[config.mk]
export PLATFORM = sky130hd
export DESIGN_NAME = aes_keysched_ctrl
export DESIGN_NICKNAME = d
export VERILOG_FILES = /design/src/rtl/aes_keysched_ctrl.sv
export SDC_FILE = /design/constraint.sdc
export NUM_CORES = 1
export LEC_CHECK = 0
export BUFFER_PORTS_ARGS = -buffer_cell sky130_fd_sc_hd__buf_2
export CELL_PAD_IN_SITES_DETAIL_PLACEMENT = 1
export CELL_PAD_IN_SITES_GLOBAL_PLACEMENT = 2
export CORE_AREA = 2 2 305 307
export CTS_CLUSTER_DIAMETER = 40
export CTS_CLUSTER_SIZE = 40
export DETAILED_ROUTE_END_ITERATION = 7
export DIE_AREA = 0 0 307 309
export PLACE_DENSITY_LB_ADDON = 0.1
export SYNTH_ARGS = -nofsm -noshare
export SYNTH_HDL_FRONTEND = slang
export SYNTH_SLANG_ARGS = --single-unit
[constraint.sdc]
create_clock -name clk -period 13.2 [get_ports clk]
set_input_delay 1.98 -clock clk [delete_from_list [all_inputs] [get_ports clk]]
set_output_delay 1.98 -clock clk [all_outputs]
set_load 0.02 [all_outputs]
[src/rtl/aes_keysched_ctrl.sv]
// rtl/aes_keysched_ctrl.sv - AES key-schedule sequencer between a round-key generator and a key consumer
module aes_keysched_ctrl (
    input  logic         clk,
    input  logic         rst,
    input  logic         start,
    input  logic [1:0]   mode,
    input  logic [255:0] key_in,
    input  logic         abort,
    input  logic [127:0] gen_round_key,
    output logic [1:0]   gen_mode,
    output logic [255:0] gen_key,
    output logic [3:0]   gen_round,
    output logic         rk_valid,
    input  logic         rk_ready,
    output logic [127:0] round_key,
    output logic [3:0]   rk_index,
    output logic         busy,
    output logic         done,
    output logic         err
);

    typedef enum logic [1:0] {
        IDLE    = 2'd0,
        SETTLE  = 2'd1,
        PRESENT = 2'd2,
        FINISH  = 2'd3
    } state_t;

    state_t     state;
    logic [3:0] nr;

    // Last round index for the latched key size; the illegal code never gets latched.
    always_comb begin
        nr = 4'd10;
        case (gen_mode)
            2'b00:   nr = 4'd10;
            2'b01:   nr = 4'd12;
            2'b10:   nr = 4'd14;
            default: nr = 4'd10;
        endcase
    end

    // Run sequencer: latch, let the generator settle, present each key, then pulse done.
    always_ff @(posedge clk or posedge rst) begin
        if (rst) begin
            state     <= IDLE;
            gen_mode  <= 2'b00;
            gen_key   <= '0;
            gen_round <= 4'd0;
            rk_valid  <= 1'b0;
            round_key <= '0;
            rk_index  <= 4'd0;
            busy      <= 1'b0;
            done      <= 1'b0;
            err       <= 1'b0;
        end else begin
            done <= 1'b0;
            err  <= 1'b0;
            case (state)
                IDLE: begin
                    rk_valid <= 1'b0;
                    busy     <= 1'b0;
                    if (start) begin
                        if (mode == 2'b11) begin
                            err <= 1'b1;
                        end else begin
                            gen_mode  <= mode;
                            gen_key   <= key_in;
                            gen_round <= 4'd0;
                            busy      <= 1'b1;
                            state     <= SETTLE;
                        end
                    end
                end
                SETTLE: begin
                    if (abort) begin
                        rk_valid <= 1'b0;
                        busy     <= 1'b0;
                        state    <= IDLE;
                    end else begin
                        // The generator has had a full cycle on gen_round; take its result.
                        round_key <= gen_round_key;
                        rk_index  <= gen_round;
                        rk_valid  <= 1'b1;
                        state     <= PRESENT;
                    end
                end
                PRESENT: begin
                    if (abort) begin
                        rk_valid <= 1'b0;
                        busy     <= 1'b0;
                        state    <= IDLE;
                    end else if (rk_ready) begin
                        rk_valid <= 1'b0;
                        if (gen_round >= nr) begin
                            done  <= 1'b1;
                            state <= FINISH;
                        end else begin
                            gen_round <= gen_round + 4'd1;
                            state     <= SETTLE;
                        end
                    end
                end
                FINISH: begin
                    rk_valid <= 1'b0;
                    busy     <= 1'b0;
                    state    <= IDLE;
                end
                default: begin
                    rk_valid <= 1'b0;
                    busy     <= 1'b0;
                    state    <= IDLE;
                end
            endcase
        end
    end

endmodule

## After elaboration in Yosys (flattened, before gate mapping)

Cells that the tools add are included.

- Flip-flop bits (word level): 400
- Output and inout bits: 398
- Input port bits: 391
- Logic and storage cells: 64

- Mux-type cells: 29
- Reduce and logical (&&, ||, !) cells: 8
- Bitwise operators: 2
- Add/subtract/negate cells: 1
- Order comparisons: 1
- Equal/unequal tests: 13

Operators with widths:

| kind | count |
|---|---|
| $mux 4 | 5 |
| $mux 1 | 13 |
| $mux 2 | 6 |
| $ne 2x2->1 const B | 5 |
| $eq 2x2->1 const B | 4 |
| $pmux 2 s4 | 1 |
| $pmux 4 s2 | 1 |
| $pmux 1 s3 | 2 |
| $pmux 3 s2 | 1 |
| $reduce_and 3->1 | 2 |
| $reduce_and 6->1 | 1 |
| $add 4x1->4 const B | 1 |
| $eq 2x1->1 const B | 2 |
| $ge 4x4->1 | 1 |
| $reduce_or 2->1 | 2 |
| $ne 3x3->1 const B | 1 |
| $logic_not 2->1 | 1 |
| $ne 2x1->1 const B | 1 |
| $not 1->1 | 2 |
| $reduce_and 2->1 | 1 |
| $reduce_bool 2->1 | 1 |

## Longest topological paths before layout

- Word-level depth: 7
- Gate-level depth with buffers: 8
- Mapped depth without buffers: 8

## Worst setup path before layout

OpenSTA, ideal clock, no wires.

- Path type: input to register
- From: input port start
- To: register gen_round[2]
- Setup time: 80 ps
- Path slack: 9976 ps
- Stages: 4
- Path buffers: 0
- Data arrival time: 3144 ps
- Required time: 13120 ps
- Cell sequence: a21bo_1 a211o_1 or4_1 o211ai_2

- Word-level cells in the longest chain between the ends: 2

Ends and longest elaborated chain:

| item | RTL line | text |
|---|---|---|
| start: declaration | 5 | `input logic start,` |
| $ne 2x2->1 (no line) | - |  |
| $reduce_and 6->1 (no line) | - |  |
| end signal: assignment | 99 | `gen_round <= gen_round + 4'd1;` |
| end: declaration | 12 | `output logic [3:0] gen_round,` |

No other way between the ends.
A chain may end at the register's enable or synchronous reset.

## Worst setup path in the final report

- From: input port abort
- To: register round_key[27]

- Word-level cells in the longest chain between the ends: 2

Ends and longest elaborated chain:

| item | RTL line | text |
|---|---|---|
| start: declaration | 8 | `input logic abort,` |
| $not 1->1 (no line) | - |  |
| $reduce_and 2->1 (no line) | - |  |
| end signal: assignment | 82 | `round_key <= gen_round_key;` |
| end: declaration | 15 | `output logic [127:0] round_key,` |

No other way between the ends.

==> flow_metrics.env <==
export IMPL_cts_max_path_buffers=3
export IMPL_clk_pin_slew_worst_paths_ns=0.04
export IMPL_worstHoldStart="gen_key[249]"
export IMPL_cts_tree="done"
export IMPL_syn_nets=1295
export IMPL_dp_slack_ns=8.56
export IMPL_portBuffers=788
export IMPL_synth_top_family_by_area="multiplexers"
export IMPL_via_per_inst=3.70
export IMPL_synth_xor_area_share_pct=0
export IMPL_period_minus_slack_ns=3.90
export IMPL_rr_startpoint="state[0]"
export IMPL_cts_resized=0
export IMPL_ctsHoldBuffers=0
export IMPL_synth_area_um2=15100
export IMPL_power_leakage_uw=0.0114
export IMPL_grt_max_degree=144
export IMPL_hold_class="reg -> reg"
export IMPL_io_pins=789
export IMPL_post_cts_setup_buffers=0
export IMPL_ys_ff_latch=400
export IMPL_antenna_left=0
export IMPL_min_to="gen_key[249]"
export IMPL_slew_viol_final=0
export IMPL_worst_slack_ns=9.30
export IMPL_drt_pass1_iterations=4
export IMPL_drt_wl_total_um=60400
export IMPL_ys_warn_count=0
export IMPL_muxShareOfSynthArea_pct=29.1
export IMPL_reg2reg_to="gen_key[19]"
export IMPL_grt_usage_pct=12.4
export IMPL_die_w_um=307
export IMPL_path_max_fanout=70
export IMPL_setup_viol=0
export IMPL_place_inst=2835
export IMPL_grt_pass1_vias=12500
export IMPL_n_fill_cell=10100
export IMPL_core_area_um2=91400
export IMPL_final_cell_mix="788 x buf_2, 400 x dfrtp_1, 388 x mux2_2"
export IMPL_p_per_area_nw_per_um2=311
export IMPL_crit_start="abort"
export IMPL_path_class="in -> reg"
export IMPL_clk_latency_ns=0.66
export IMPL_synth_compound_area_share_pct=0.989
export IMPL_hold_depth=1
export IMPL_drive_above_1_share_pct=74.5
export IMPL_period_share_pct=29.5
export IMPL_dieHeight_um=309
export IMPL_arrival_ns=4.42
export IMPL_ctsRootBufferMaster="clkbuf_16"
export IMPL_reg2reg_depth=7
export IMPL_hold_viol=0
export IMPL_cap_violations=0
export IMPL_finalNonFillerCells=3029
export IMPL_yosys_area_share_adder_pct=0.665
export IMPL_start_kind="input pin"
export IMPL_fp_row_count=111
export IMPL_cts_sinks=400
export IMPL_synth_top_area_share_pct=66.5
export IMPL_dieArea_um2=94900
export IMPL_outcome="completed"
export IMPL_area_growth_pct=59.6
export IMPL_grt_pass1_wl_um=86500
export IMPL_dpl_hpwl_um=45000
export IMPL_cts_htree_levels=3
export IMPL_critPathRequiredTime_ns=13.72
export IMPL_drt_iter0_drc=273
export IMPL_overflow=0
export IMPL_drc_errors=0
export IMPL_yosysTopAreaCell="dfrtp_1"
export IMPL_synthSimpleGateAreaFrac_pct=0.939
export IMPL_avgSynthCellArea_um2=16.8
export IMPL_vias=11200
export IMPL_finClkSkew_ns=0.0195
export IMPL_crit_path_end_kind="flip-flop"
export IMPL_fin_setup_tns_ns=0
export IMPL_synth_area_leaders="dfrtp_1 67%, mux2_2 29%, buf_2 1.2%, ha_1 0.67%, inv_1 0.25%"
export IMPL_start_util_pct=16.5
export IMPL_cts_buffers=104
export IMPL_ff2ff_setup_slack_ns=9.97
export IMPL_rsz0062_at_grt="false"
export IMPL_layout_nets=2154
export IMPL_tightest_slew_ns=1.01
export IMPL_routabilityCongestion=0.704
export IMPL_antenna_found_initial=30
export IMPL_maxSlewHeadroom_pct=33.0
export IMPL_final_common_cell="buf_2"
export IMPL_ys_types=36
export IMPL_ys_seq_area_share_pct=66.5
export IMPL_irDropWorstVdd_uv=119
export IMPL_postSynthCellCount=896
export IMPL_wl_per_cell_um=20.0
export IMPL_max_freq_mhz=257
-- stage by stage --
stage	power [uW]	utilization [%]	cell area [um^2]	hold WS (ns)
after floorplan	3820	-	15100	0.489
final	7470	26.3	24000	0.494
after global routing	7910	26.3	24000	0.509
after detailed placement	4930	22.3	20400	0.490
after CTS	7650	26.3	24000	0.500
after global placement	4900	22.3	20400	0.485
-- layout make-up --
cell class / count / area, um^2 / share of cell area (%)
clock inverter: 51 / 723 / 3.01
clock buffer: 137 / 2930 / 12.2
tap: 1186 / 1480 / 6.18
multi-input combinational: 441 / 4790 / 19.9
timing repair buffer: 798 / 4030 / 16.8
inverter: 10 / 45.0 / 0.188
sequential: 400 / 10000 / 41.7
antenna: 6 / 15.0 / 0.0625
-- where the power goes --
| part | total [uW] | internal (uW) | leakage [uW] | switching (uW) |
|---|---|---|---|---|
| Clock | 2630 | 1850 | 0.00179 | 786 |
| Sequential | 2150 | 1850 | 0.00474 | 295 |
| Combinational | 2690 | 1090 | 0.00486 | 1600 |
-- per-layer routing --
layer	GRT usage, %	wire, um	vias up
met3	7.31	7180	158
met4	4.71	1800	46
met1	11.8	19600	5511
met2	22.0	31600	522
li1	-	-	4958
met5	0	291	-
-- worst max-delay path: stages --
cell	delay [ns]
buf_2	0.18
nor2b_4	0.12
buf_4	0.67
buf_4	0.85
mux2_2	0.42
-- sequential cells by signal (all words and copies together) (netlist names) --
| signal | count |
|---|---|
| busy | 1 |
| done | 1 |
| err | 1 |
| gen_key | 256 |
| gen_mode | 2 |
| gen_round | 4 |
| rk_index | 4 |
| rk_valid | 1 |
| round_key | 128 |
| state | 2 |
-- synthesized netlist by cell type --
cell       count
dfrtp_1      400
mux2_2       388
buf_2         35
inv_1         10
ha_1           8
nor2_1         6
nand2_1        5
a21oi_1        4
buf_4          4
clkbuf_1       4
o21ai_0        4
nor2b_1        3
nand2b_1       2
a211o_1        1
a21bo_1        1
a221o_2        1
a2bb2oi_1      1
a31oi_1        1
and3_1         1
buf_1          1
buf_6          1
mux2i_1        1
nand3b_1       1
nand4b_1       1
nor2b_4        1
nor4b_1        1
o211a_1        1
o211ai_1       1
o211ai_2       1
o21a_1         1
o22a_1         1
o311ai_0       1
o32ai_1        1
or2_2          1
or4_1          1
or4b_1         1
-- logic make-up (layout without fill, tap and decap cells) --
logic type / Yosys count / in the layout
AO/OA/AOI/OAI: 20 / 20
adder cells (fa/ha/maj): 8 / 8
buffers and inverters: 55 / 996
flip-flops: 400 / 400
multiplexers: 389 / 389
other: 0 / 6
AND/OR/NAND/NOR: 24 / 24
-- worst max-delay path by stage --
stage / end / slack, ns / cells past startpoint
after detailed placement: round_key[111] / 8.56 / 4
after floorplan: busy / 0.1 / 1
after CTS: round_key[111] / 9.29 / 4
final: round_key[27] / 9.30 / 5
after global placement: round_key[111] / 8.60 / 4
after global routing: gen_key[192] / 9.05 / 4
Note: power is estimated with default switching activity, not from simulation.
